File: src/rtl/isect_pkg.sv
// Shared light codes, checker error codes and departure FSM encoding for the
// intersection model.
package isect_pkg;

  localparam logic [1:0] LIGHT_GREEN  = 2'b00;
  localparam logic [1:0] LIGHT_YELLOW = 2'b01;
  localparam logic [1:0] LIGHT_RED    = 2'b11;

  localparam logic [1:0] ERR_NONE     = 2'b00;
  localparam logic [1:0] ERR_CONFLICT = 2'b01;
  localparam logic [1:0] ERR_ILLEGAL  = 2'b10;
  localparam logic [1:0] ERR_SEQUENCE = 2'b11;

  typedef enum logic {
    ST_IDLE  = 1'b0,
    ST_DRAIN = 1'b1
  } depart_state_e;

  // Forbidden light steps: GREEN->RED, RED->YELLOW, YELLOW->GREEN.
  function automatic logic bad_step(input logic [1:0] prev, input logic [1:0] cur);
    logic r;
    r = ((prev == LIGHT_GREEN)  && (cur == LIGHT_RED))    ||
        ((prev == LIGHT_RED)    && (cur == LIGHT_YELLOW)) ||
        ((prev == LIGHT_YELLOW) && (cur == LIGHT_GREEN));
    return r;
  endfunction

endpackage

File: src/rtl/street_queue.sv
// One street of the intersection: saturating car queue, sticky overflow flag
// and a departure FSM that releases one car per DEPART_CYC cycles of green.
module street_queue
  import isect_pkg::*;
#(
  parameter int Q_W        = 4,
  parameter int DEPART_CYC = 2
) (
  input  logic           i_clk,
  input  logic           i_rst_n,
  input  logic           i_arr,
  input  logic [1:0]     i_light,
  output logic [Q_W-1:0] o_q,
  output logic           o_ovf,
  output logic           o_present
);

  localparam logic [Q_W-1:0] Q_MAX  = {Q_W{1'b1}};
  localparam logic [Q_W-1:0] Q_ZERO = {Q_W{1'b0}};
  localparam logic [Q_W-1:0] Q_ONE  = Q_W'(1);
  localparam logic [3:0]     T_LAST = 4'(DEPART_CYC - 1);

  depart_state_e  r_state;
  depart_state_e  w_state_nxt;
  logic [3:0]     r_timer;
  logic [3:0]     w_timer_nxt;
  logic [Q_W-1:0] r_q;
  logic [Q_W-1:0] w_q_nxt;
  logic           r_ovf;
  logic           w_ovf_nxt;
  logic           r_present;
  logic           w_dep;
  logic           w_green;
  logic           w_has_car;
  logic           w_at_last;

  // Only GREEN drains; YELLOW, RED and the illegal code all hold the queue.
  assign w_green   = (i_light == LIGHT_GREEN);
  assign w_has_car = (r_q != Q_ZERO);
  assign w_at_last = (r_timer == T_LAST);

  always_comb begin
    w_state_nxt = r_state;
    w_timer_nxt = r_timer;
    w_dep       = 1'b0;
    case (r_state)
      ST_IDLE: begin
        if (w_green && w_has_car) begin
          w_state_nxt = ST_DRAIN;
          w_dep       = w_at_last;
          w_timer_nxt = w_at_last ? 4'd0 : r_timer + 4'd1;
        end else begin
          w_timer_nxt = 4'd0;
        end
      end
      ST_DRAIN: begin
        if (!w_green || !w_has_car) begin
          w_state_nxt = ST_IDLE;
          w_timer_nxt = 4'd0;
        end else begin
          w_dep       = w_at_last;
          w_timer_nxt = w_at_last ? 4'd0 : r_timer + 4'd1;
          if (w_at_last && (r_q == Q_ONE) && !i_arr) begin
            w_state_nxt = ST_IDLE;
          end else begin
            w_state_nxt = ST_DRAIN;
          end
        end
      end
      default: begin
        w_state_nxt = ST_IDLE;
        w_timer_nxt = 4'd0;
      end
    endcase
  end

  // An arrival and a departure on the same edge cancel out.
  always_comb begin
    w_q_nxt   = r_q;
    w_ovf_nxt = r_ovf;
    if (i_arr && !w_dep) begin
      if (r_q == Q_MAX) begin
        w_ovf_nxt = 1'b1;
      end else begin
        w_q_nxt = r_q + Q_ONE;
      end
    end else if (w_dep && !i_arr) begin
      w_q_nxt = r_q - Q_ONE;
    end else begin
      w_q_nxt = r_q;
    end
  end

  always_ff @(posedge i_clk or negedge i_rst_n) begin
    if (!i_rst_n) begin
      r_state   <= ST_IDLE;
      r_timer   <= 4'd0;
      r_q       <= Q_ZERO;
      r_ovf     <= 1'b0;
      r_present <= 1'b0;
    end else begin
      r_state   <= w_state_nxt;
      r_timer   <= w_timer_nxt;
      r_q       <= w_q_nxt;
      r_ovf     <= w_ovf_nxt;
      r_present <= (w_q_nxt != Q_ZERO);
    end
  end

  assign o_q       = r_q;
  assign o_ovf     = r_ovf;
  assign o_present = r_present;

endmodule

File: config.mk
export PLATFORM = sky130hd
export DESIGN_NAME = street_queue
export DESIGN_NICKNAME = d
export VERILOG_FILES = /design/src/rtl/isect_pkg.sv /design/src/rtl/street_queue.sv
export SDC_FILE = /design/constraint.sdc
export NUM_CORES = 1
export LEC_CHECK = 0
export CELL_PAD_IN_SITES_DETAIL_PLACEMENT = 1
export CELL_PAD_IN_SITES_GLOBAL_PLACEMENT = 2
export CORE_ASPECT_RATIO = 1.2
export CORE_MARGIN = 4
export CORE_UTILIZATION = 28
export DETAILED_ROUTE_END_ITERATION = 6
export HOLD_SLACK_MARGIN = 0.08
export PLACE_DENSITY = 0.82
export SYNTH_ARGS = -nofsm -noshare
export SYNTH_HDL_FRONTEND = slang
export SYNTH_SLANG_ARGS = --single-unit
File: constraint.sdc
create_clock -name i_clk -period 2.35 [get_ports i_clk]
set_clock_uncertainty 0.05 [all_clocks]
set_input_delay 0.3525 -clock i_clk [delete_from_list [all_inputs] [get_ports i_clk]]
set_output_delay 0.3525 -clock i_clk [all_outputs]
set_load 0.02 [all_outputs]
# Word level (Yosys, flattened, before mapping)

Index checks and enable logic that the tools add are counted.

$add $sub $neg: 3
$mul: 0
Div/mod/pow operators: 0
Order comparisons: 0
Eq/ne operators: 3
Shifts and indexed selects: 0
Mux-type cells: 14
Bitwise operators: 1
Reductions and logical operators: 14

Operators by type and width:

| kind                  | number |
|---|---|
| $mux W4               | 6 |
| $add A4 B1 Y4 const B | 2 |
| $eq A4 B1 Y1 const B  | 2 |
| $pmux W4 S2           | 1 |
| $reduce_bool A4 Y1    | 2 |
| $logic_and A1 B1 Y1   | 5 |
| $mux W1               | 5 |
| $eq A4 B4 Y1 const B  | 1 |
| $logic_not A1 Y1      | 4 |
| $pmux W1 S2           | 2 |
| $sub A4 B1 Y4 const B | 1 |
| $logic_not A2 Y1      | 1 |
| $reduce_and A2 Y1     | 1 |
| $logic_or A1 B1 Y1    | 1 |
| $not A1 Y1            | 1 |

Register bits after elaboration: 11
Bits in latches: 0
Memory bits (writable): 0
Bits in read-only memories: 0
Output and inout port bits: 6
Logic and storage cells: 40
Memories kept: 0

# Depth between registers and ports, before layout

Gate-level depths: netlist of the first run.

Word-level depth: 9
Gate-level depth with buffers: 7

# Least setup slack after synthesis of the first run

OpenSTA, ideal clock, no wires.

Kind: reg-to-reg
Start point: register r_q[1] (netlist: o_q[1])
End point: register r_present (netlist: o_present)
Library setup time: 0.139 ns
Arrival time: 2.266 ns
Required time: 2.161 ns
Path slack: -0.104 ns
Stages on the path, launching flop included: 8
Period minus slack after synthesis: 2.454 ns
Path through: dfrtp_1 > inv_1 > ha_1 > or3b_4 > and3_4 > a221o_1 > o311a_2 > or4_1

Cells in the longest elaborated chain, start to end: 9

RTL lines:

| what                                                    | RTL line                               | text |
|---|---|---|
| start: declaration                                      | street_queue.sv:27                     | `logic [Q_W-1:0] r_q;` |
| start signal: assignment                                | street_queue.sv:104                    | `r_q <= w_q_nxt;` |
| $reduce_bool A4 Y1                                      | street_queue.sv:39                     | `assign w_has_car = (r_q != Q_ZERO);` |
| $logic_not A1 Y1                                        | street_queue.sv:57                     | `if (!w_green \|\| !w_has_car) begin` |
| $logic_or A1 B1 Y1                                      | street_queue.sv:57                     |  |
| $mux W1                                                 | street_queue.sv:57                     |  |
| $pmux W1 S2                                             | street_queue.sv:46                     | `case (r_state)` |
| $logic_and A1 B1 Y1 or $logic_not A1 Y1 (tied branches) | street_queue.sv:87, street_queue.sv:81 |  |
| $mux W4 or $logic_and A1 B1 Y1 (tied branches)          | street_queue.sv:87, street_queue.sv:81 |  |
| $mux W4 (*)                                             | street_queue.sv:81                     | `if (i_arr && !w_dep) begin` |
| named net w_q_nxt[2]                                    | street_queue.sv:28                     | `logic [Q_W-1:0] w_q_nxt;` |
| $reduce_bool A4 Y1 (*)                                  | street_queue.sv:106                    | `r_present <= (w_q_nxt != Q_ZERO);` |
| end signal: assignment                                  | street_queue.sv:106                    |  |
| end: declaration                                        | street_queue.sv:31                     | `logic r_present;` |

Mark *: on every way through the listed nets, which the timed path passes. The rest lies on a longest branch.
A chain may end at the register's enable or synchronous reset.

# Worst setup path after layout of the first run

Same ends and word-level chain as after synthesis.

==> summary.md, run 1 <==
| Metric | Value |
|---|---|
| Initial antenna violation count | 0 |
| Worst endpoint data arrival time | 2.37 ns |
| Number of flops mapped to enable cells by yosys | 0 |
| Post-synth cell types | 30 |
| Hpwl dp | 1210 um |
| Full die area | ~3000 um2 |
| Syn nets | 67 |
| CTS Sinks | 10 |
| Clock transition at the registers of the reported paths | roughly 0.070 ns |
| Power density cells | roughly 1100 nW/um2 |
| Critical path capture point type | register |
| Syn avg cell area | 10.4 um2 |
| Via count | 525 |
| CTS buffer count | 3 |
| Initial core utilization | between 20% and 30% |
| Status | complete, no violations |
| CTS Root Cell | clkbuf_4 |
| DRT iter0 DRCs | 2 |
| DRC | 0 |
| Port Buf Inserts | 10 |
| Slew @ Worst Pin | 0.470 ns |
| Largest net degree at the start of global routing | 11 |
| Grt ovf | 0 |
| Worst Setup Path Type | reg -> reg |
| Synth warn | 0 |
| Clk_lat worst skew | 0.28 ns |
| Most frequent cells in the layout | buf_4, clkdlybuf4s50_1, dfrtp_1 |
| Hold crit path type | in -> async |
| Layout area overhead | 46.6% |
| Routability cong. | 0.773 |
| Chip Height | around 59 um |
| FILL cells | between 200 and 250 |
| CP Launch Type | register |
| Multi-input logic area | 358 um2 |
| Post-Synthesis Cells | 58 |
| Final instance area | 886 um2 |
| CP max-delay cell | or3b_4 |
| Final Hold Vio Count | 0 |
| Hold slack final | 0.344 ns |
| Most common cell after layout, fill and taps aside | buf_4 |
| Register area share after synthesis | 41.4% |
| Critical path depth | 7 |
| Avg Vias per Cell | approximately 4.6 |
| VDD IR-drop max | 650 uV |
| Antenna Cells | 0 |
| Post-layout min period | approximately 2.3 ns |
| Crit-path cells | inv_2, ha_4, or3b_4, and3_4, a221o_1, o311a_2, or4_1 |
| Synth Cell Area | 604 um2 |
| Max_slew headroom | 68.6% |
| Max-slew violations | 0 |
| Tcrit/Tclk final | 96.9% |
| DP Worst Slack | 0.0303 ns |
| Num rows | 18 |
| Drt pass-1 iters | 4 |
| FF-to-FF path depth | 7 |
| Gr usage total | 12.2% |
| Drt total wl | 1520 um |
| H-tree depth | 1 |
| Final-stage net count | 93 |
| Antenna viol nets, final | 0 |
| Core area | 2050 um2 |
| Required @ worst endpoint | 2.44 ns |
| F_max | 439 MHz |
| Bufs on Longest Clock Path | 2 |
| Share of cells above drive strength 1 | 32.5% |
| Max FO, Critical Path | 3 |
| Final setup TNS | 0 ns |
| Max_cap viols | 0 |
| Worst path buffer plus inverter count | 1 |
| Worst path max stage delay | 0.41 ns |
| Ys flop type | dfrtp_1 |
| Routed WL per cell | 13.5 um |
| First-pass GRT wire length | approximately 2600 um |
| Vias in the first global route | 548 |
| Post-DP Area | 813 um2 |
| Die span in x | around 50 um |
| CTS Hold Bufs | 0 |
| Final setup fails | 0 |
| Seq. cell area | 253 um2 |
| Ys async rst share | 100% |
| Final WS setup | 0.0727 ns |
| I/O pins | 11 |
| CTS tree | done |
| Yosys reg bits | 10 |
| Leak | between 0.3 and 0.4 nW |
| Crit-path leading delay family | simple AND/OR/NAND/NOR gates |
-- timing repair --
action                     4_1_cts  5_1_grt
setup endpoints to repair        0        1
gates resized for setup          0        2
setup buffers                    0        3
hold endpoints to repair         0        0
-- where the power goes --
part	switching, mW	internal, mW
combinational	0.262	0.295
clock	0.0654	0.0943
sequential	0.0282	0.223
-- cells in the mapped netlist (all sizes together) (2+ instances only) --
library cell	instances	area share, %
dfrtp	10	41
and3	2	2.9
ha	4	8.3
a21o	2	2.5
nand2	4	2.5
and2	2	2.1
nor2	2	1.2
inv	3	1.9
xnor2	2	2.9
nand3	6	5.8
nor3	4	3.3
-- logic make-up after synthesis --
logic type	count (synthesis)	share of synthesized area [%]
compound gates	11	15.5
xor+xnor	3	4.35
fa+ha+maj	4	8.28
buf+inv	4	3.73
flops	10	41.4
simple gates	26	26.7
-- area by class of cell --
cell class / count / share of cell area, %
Multi-Input combinational cell: 44 / 40.4
Tap cell: 30 / 4.24
Sequential cell: 10 / 28.5
Clock buffer: 4 / 4.10
Inverter: 3 / 1.27
Timing Repair Buffer: 22 / 21.5
-- metrics by stage --
step / util, % / power (mW) / instances
finish: 43.2 / 0.968 / 113
global route: 43.2 / 1.05 / 113
CTS: 41.5 / 0.956 / 110
detailed placement: 39.7 / 0.787 / 106
global placement: 39.7 / 0.781 / 106
floorplan: - / 0.575 / 58
-- routing by layer --
layer	global-route usage [%]	up-vias	wire (um)
li1	-	264	-
met1	15.1	247	725
met2	18.7	9	714
met3	1.52	5	30
met4	10.4	0	51
met5	0	-	0
-- final timing paths --
| kind | start | end | slack, ns |
|---|---|---|---|
| setup / recovery | o_q[1] | o_present | 0.07 |
| hold / removal | i_rst_n | r_timer[1] | 0.34 |
| setup reg to reg | o_q[1] | o_present | 0.07 |
| hold reg to reg | o_ovf | o_ovf | 0.43 |
| max in group asynchronous | i_rst_n | o_q[0] | 1.55 |
| min in group i_clk | o_ovf | o_ovf | 0.43 |
-- registers in the layout (all words and copies together), names as in the netlist --
| register | flops |
|---|---|
| o_ovf | 1 |
| o_present | 1 |
| r_timer | 4 |
| o_q | 4 |
(Power assumes the default switching activity.)
==> run 2: changes to the inputs <==
--- a/config.mk
+++ b/config.mk
@@ -11,7 +11,6 @@
 export CORE_MARGIN = 4
 export CORE_UTILIZATION = 28
 export DETAILED_ROUTE_END_ITERATION = 6
-export HOLD_SLACK_MARGIN = 0.08
 export PLACE_DENSITY = 0.82
 export SYNTH_ARGS = -nofsm -noshare
 export SYNTH_HDL_FRONTEND = slang
==> results of run 2 <==
Final layout, timing and power as in run 1 (identical DEF).
